--- src/rtl/multicore_pkg.sv ---
// Shared fetch front-end types: fetch FSM states and fetch-buffer entry layout.
package multicore_pkg;
  localparam int INST_SIZE     = 32;
  // pc field is sized for the widest supported ADDR_SIZE; narrower PCs are zero-extended
  localparam int PC_FIELD_SIZE = 64;

  typedef enum logic [1:0] {IDLE, WAIT, FLUSH} fetch_state_t;

  typedef struct packed {
    logic [PC_FIELD_SIZE-1:0] pc;
    logic [INST_SIZE-1:0]     instr;
  } fetch_entry_t;
endpackage

--- src/rtl/fetch_fifo.sv ---
// Fetch buffer of fetch_entry_t; head valid the cycle after a push, flush empties it at once.
// Pop ignored when empty; push on full is taken only alongside a same-cycle pop.
module fetch_fifo
  import multicore_pkg::*;
#(
  parameter int  DEPTH = 4,
  localparam int AW    = $clog2(DEPTH),
  localparam int CW    = AW + 1
) (
  input  logic          i_clk,
  input  logic          i_rst,
  input  logic          i_push,
  input  fetch_entry_t  i_push_dat,
  input  logic          i_pop,
  input  logic          i_flush,
  output logic          o_valid,
  output fetch_entry_t  o_head,
  output logic [CW-1:0] o_count
);
  fetch_entry_t  r_mem [DEPTH];
  logic [AW-1:0] r_wr_ptr;
  logic [AW-1:0] r_rd_ptr;
  logic [CW-1:0] r_count;
  logic          w_push;
  logic          w_pop;

  assign w_pop  = i_pop && (r_count != '0);
  assign w_push = i_push && ((r_count != CW'(DEPTH)) || w_pop);

  always_ff @(posedge i_clk or posedge i_rst) begin
    if (i_rst) begin
      r_wr_ptr <= '0;
      r_rd_ptr <= '0;
      r_count  <= '0;
    end else if (i_flush) begin
      r_wr_ptr <= '0;
      r_rd_ptr <= '0;
      r_count  <= '0;
    end else begin
      if (w_push) r_wr_ptr <= r_wr_ptr + AW'(1);
      if (w_pop)  r_rd_ptr <= r_rd_ptr + AW'(1);
      r_count <= r_count + CW'(w_push) - CW'(w_pop);
    end
  end

  always_ff @(posedge i_clk) begin
    if (w_push && !i_flush) r_mem[r_wr_ptr] <= i_push_dat;
  end

  // Head reads as zero when empty so stale storage never leaks onto the outputs
  assign o_valid = (r_count != '0);
  assign o_head  = o_valid ? r_mem[r_rd_ptr] : '0;
  assign o_count = r_count;
endmodule

--- src/rtl/instr_fetch.sv ---
// Instruction fetch: one outstanding cache request, responses queued in fetch_fifo for decode.
// Head valid one cycle after a response; a request issues only if the buffer keeps a free slot.
module instr_fetch
  import multicore_pkg::*;
#(
  parameter int                   ADDR_SIZE  = 32,
  parameter logic [ADDR_SIZE-1:0] RESET_PC   = '0,
  parameter int                   FIFO_DEPTH = 4
) (
  input  logic                 i_aclk,
  input  logic                 i_areset,
  output logic                 o_req,
  output logic [ADDR_SIZE-1:0] o_addr,
  input  logic                 i_instr_valid,
  input  logic [INST_SIZE-1:0] i_instruction,
  input  logic                 i_redirect,
  input  logic [ADDR_SIZE-1:0] i_redirect_pc,
  output logic                 o_valid,
  output logic [INST_SIZE-1:0] o_instr,
  output logic [ADDR_SIZE-1:0] o_pc,
  input  logic                 i_ready
);
  localparam int CW = $clog2(FIFO_DEPTH) + 1;

  fetch_state_t         r_state;
  fetch_state_t         w_state_nxt;
  logic [ADDR_SIZE-1:0] r_pc;
  logic [ADDR_SIZE-1:0] w_pc_nxt;
  logic [ADDR_SIZE-1:0] w_target;
  logic                 r_live;
  logic                 w_push;
  logic                 w_pop;
  logic                 w_flush;
  logic                 w_room;
  logic [CW-1:0]        w_count;
  logic [CW:0]          w_count_after;
  fetch_entry_t         w_push_dat;
  fetch_entry_t         w_head;

  assign w_target      = i_redirect_pc & ~(ADDR_SIZE'(3));
  assign w_pop         = o_valid && i_ready;
  assign w_push        = (r_state == WAIT) && i_instr_valid && !i_redirect;
  assign w_flush       = i_redirect && (r_state != FLUSH);
  assign w_count_after = {1'b0, w_count} + (CW+1)'(w_push) - (CW+1)'(w_pop);
  assign w_room        = w_count_after < (CW+1)'(FIFO_DEPTH);
  assign w_push_dat    = '{pc: PC_FIELD_SIZE'(r_pc), instr: i_instruction};

  // r_live holds off the first request for one cycle after reset release
  always_ff @(posedge i_aclk or posedge i_areset) begin
    if (i_areset) begin
      r_state <= IDLE;
      r_pc    <= RESET_PC;
      r_live  <= 1'b0;
    end else begin
      r_state <= w_state_nxt;
      r_pc    <= w_pc_nxt;
      r_live  <= 1'b1;
    end
  end

  always_comb begin
    w_state_nxt = r_state;
    w_pc_nxt    = r_pc;
    if (i_redirect) w_pc_nxt = w_target;
    case (r_state)
      IDLE: begin
        if (!i_redirect && r_live && w_room) w_state_nxt = WAIT;
      end
      WAIT: begin
        if (i_redirect) begin
          w_state_nxt = i_instr_valid ? IDLE : FLUSH;
        end else if (i_instr_valid) begin
          w_pc_nxt    = r_pc + ADDR_SIZE'(4);
          w_state_nxt = w_room ? WAIT : IDLE;
        end
      end
      FLUSH: begin
        if (i_instr_valid) w_state_nxt = IDLE;
      end
      default: w_state_nxt = IDLE;
    endcase
  end

  always_comb begin
    o_req  = (r_state == WAIT);
    o_addr = r_pc;
  end

  fetch_fifo #(.DEPTH(FIFO_DEPTH)) u_fifo (
    .i_clk      (i_aclk),
    .i_rst      (i_areset),
    .i_push     (w_push),
    .i_push_dat (w_push_dat),
    .i_pop      (w_pop),
    .i_flush    (w_flush),
    .o_valid    (o_valid),
    .o_head     (w_head),
    .o_count    (w_count)
  );

  assign o_instr = w_head.instr;
  assign o_pc    = ADDR_SIZE'(w_head.pc);
endmodule

--- config.mk ---
export PLATFORM = sky130hd
export DESIGN_NAME = instr_fetch
export DESIGN_NICKNAME = d
export VERILOG_FILES = /design/src/rtl/multicore_pkg.sv /design/src/rtl/fetch_fifo.sv /design/src/rtl/instr_fetch.sv
export SDC_FILE = /design/constraint.sdc
export NUM_CORES = 1
export LEC_CHECK = 0
export CAP_MARGIN = 20
export CORE_ASPECT_RATIO = 1.2
export CORE_MARGIN = 2
export CORE_UTILIZATION = 45
export CTS_CLUSTER_DIAMETER = 80
export DETAILED_ROUTE_END_ITERATION = 8
export PLACE_DENSITY_LB_ADDON = 0.08
export SLEW_MARGIN = 20
export SYNTH_ARGS = -nofsm -noshare
export SYNTH_HDL_FRONTEND = slang
export SYNTH_SLANG_ARGS = --single-unit
--- constraint.sdc ---
create_clock -name i_aclk -period 7.6 [get_ports i_aclk]
set_clock_uncertainty 0.15 [all_clocks]
set_input_delay 1.52 -clock i_aclk [delete_from_list [all_inputs] [get_ports i_aclk]]
set_output_delay 1.52 -clock i_aclk [all_outputs]
set_load 0.05 [all_outputs]
==> out/qor.txt <==
Delay-heaviest family, CP = buffers and inverters
Clock Latency Late Sink = 0.55 ns
Reg-to-Reg Start = r_state[1]
R2r endpoint = u_fifo.r_mem[3][31]
Io pins = 167
Area Overhead vs Synth = 24.0%
Sw frac = 0.369
Max-cap violations = 0
Initial Utilization = 0.458
RSZ-0062 raised after global routing = no
Maximum vdd ir drop = 0.197 mV
Most frequent cells in the layout = edfxtp_1, clkdlybuf4s50_1, and2_1
Hold Buf Count CTS = 0
Number of CTS-inserted buffers = 30
Ratio of cells with drive above 1 in the final layout = 0.140
Total power = 0.00543 W
CP endpoint kind = output pin
Hold path depth = 1
Detailed Routing Iterations Pass 1 = 5
Placed cell area = 14100 um^2
R2R setup slack = 4.23 ns
Design Area, Final = 15000 um^2
Num Clock Sinks = 298
DP HPWL = 14.7 mm
CP peak stage delay = 1.07 ns
Buffers and inverters on the worst path = 2
Gate Count Post-Synth = 682
Postcts setup bufs = 0
HP Start = r_state[1]
CTS tree = done
Setup TNS = 0 ns
Tcrit/Tclk final = 0.694
Chip width = 154 um
Critical Path Source Type = flip-flop
# rows = 65
Antenna Nets Post-Route = 0
Slew HR = 0.282
Syn avg cell area = 17.8 um^2
FILL cells = 2077
Clock Root Buffer = clkbuf_16
Logic pwr share = 0.374
Post-synth EDFFs = 256
Tightest Hold Check Type = reg2reg
Pint = 0.00343 W
Worst path cell trace = buf_4 -> mux4_2 -> and2_1 -> clkdlybuf4s50_1
Crit path depth = 4
WL final = 25.4 mm
Worst Path Max Fanout = 46
Largest net degree at the start of global routing = 66
Top FF cell, synth = edfxtp_1
Async set or reset register ratio after synthesis = 0.141
Maximum clock rate = 190 MHz
Slew Limit Fails = 0
N_diodes = 0
Avg WL per Cell = 21.1 um
Initial drt markers = 351
Commonest non-fill, non-tap cell in the layout = edfxtp_1
Slowest cell on the critical path = dfrtp_4
Status = finished clean
Final setup violation count = 0
CP required = 5.93 ns
Fin. Hold Viols = 0
I/O Buffers = 164
GP Congestion = 0.802
PD cells = 361 nW/um^2
DR vias = 6730
Tmin final = 5.27 ns
Sw power = 0.00200 W
Clock power frac = 0.259
Nets = 928
Worst reg2reg path depth = 3
Sequential fraction of the synthesis area = 0.721
Post-CTS sizing = 0
Post-synth cell types = 48
Yosys reg bits = 298
Synth Net Count = 762
Worst Max-Slew Pin Slew = 1.07 ns
Die area = 28300 um^2
Yosys warns = 0
Die Ht = 184 um
Number of global-route vias before repair = 7025
GR Overflow Total = 0
CTS Buffer Depth = 3
Worst-path clk slew = 0.06 ns
Hold endpoint = r_state[0]
Area of the mapped netlist = 12100 um^2
Antenna violations before repair = 0
First-pass GRT wire length = 39.9 mm
Arr. time, crit path = 3.60 ns
Crit Path Category = reg2out
Core footprint = 26400 um^2
Sequential power share = 0.367
Drt drc = 0
Total GRT Usage = 0.183
Htree depth = 1
Lkg Pwr = 4.87 nW
Vias per cell = 5.59
==> cells in the mapped netlist, drive strengths merged, types with 4 or more instances <==
cell,number,area share
a211oi,4,0.0025
nand3,9,0.0041
and3,6,0.0031
nand2,23,0.0071
or3,5,0.0026
mux4,64,0.12
a31oi,9,0.0046
dfrtp,42,0.087
o21ai,14,0.0058
a311oi,6,0.0043
buf,11,0.0040
inv,11,0.0034
edfxtp,256,0.63
and4,4,0.0029
nor3,12,0.0050
xor2,5,0.0036
xnor2,8,0.0058
ha,10,0.010
nand4,9,0.0046
nor2,27,0.0084
nor2b,5,0.0026
o31a,4,0.0029
o31ai,7,0.0043
nor4,7,0.0041
and2,70,0.036
clkbuf,22,0.0068
or4,9,0.0056
==> flip-flops by register name (all words and copies together), names as in the netlist <==
register	cells
u_fifo.o_count	3
u_fifo.r_wr_ptr	2
o_addr	32
u_fifo.r_rd_ptr	2
r_live	1
u_fifo.r_mem	256
r_state	2
==> layout make-up <==
type | count | area [um^2] | share of cell area
well taps | 335 | 419 | 0.0279
inverters | 12 | 45.0 | 0.00300
repair buffers | 167 | 1660 | 0.111
clock inverters | 19 | 148 | 0.00982
flip-flops and latches | 298 | 8750 | 0.582
clock buffers | 35 | 791 | 0.0526
multi-input cells | 339 | 3220 | 0.214
==> per-stage QoR <==
step                 util  cells  setup WS [ns]  hold slack [ns]
floorplan               -    682           3.12            0.313
global placement    0.533   1151           2.45            0.330
detailed placement  0.533   1151           2.20            0.374
CTS                 0.569   1205           2.15            0.387
global route        0.569   1205           1.99            0.405
finish              0.569   1205           2.33            0.382
==> power by group through the flow <==
stage                     logic [W]  clock network, W  registers (W)
final                       0.00203           0.00140        0.00200
after detailed placement    0.00205                 0        0.00204
after global placement      0.00204                 0        0.00203
after floorplan             0.00142                 0        0.00197
after CTS                   0.00206           0.00144        0.00201
after global routing        0.00213           0.00150        0.00202
==> worst max-delay path by stage <==
stage	end	start	slack, ns
5_1_grt	o_pc[31]	u_fifo.r_rd_ptr[0]	1.99
4_1_cts	o_pc[27]	u_fifo.r_rd_ptr[0]	2.15
3_5_place_dp	r_state[0]	i_redirect	2.20
3_3_place_gp	r_state[0]	i_redirect	2.45
6_report	o_pc[24]	u_fifo.r_rd_ptr[0]	2.33
2_1_floorplan	u_fifo.r_mem[0][0]	i_instr_valid	3.12
==> metal layers <==
metal	share of wire	track usage
met3	0.054	0.0337
met2	0.50	0.313
met1	0.43	0.247
met5	0	0
met4	0.015	0.0426
==> logic make-up (layout without fill, tap and decap cells) <==
family	after synthesis	in the layout	synth area share
adders and majority gates	11	11	0.0120
DFF	298	298	0.721
AOI/OAI and AO/OA	53	53	0.0299
other	1	1	0.000309
xor gates and xnor gates	13	13	0.00940
and+or+nand+nor	195	195	0.0921
muxes	66	66	0.121
buffers and inverters	45	233	0.0146
No activity file was read; power rests on OpenSTA's default activity.
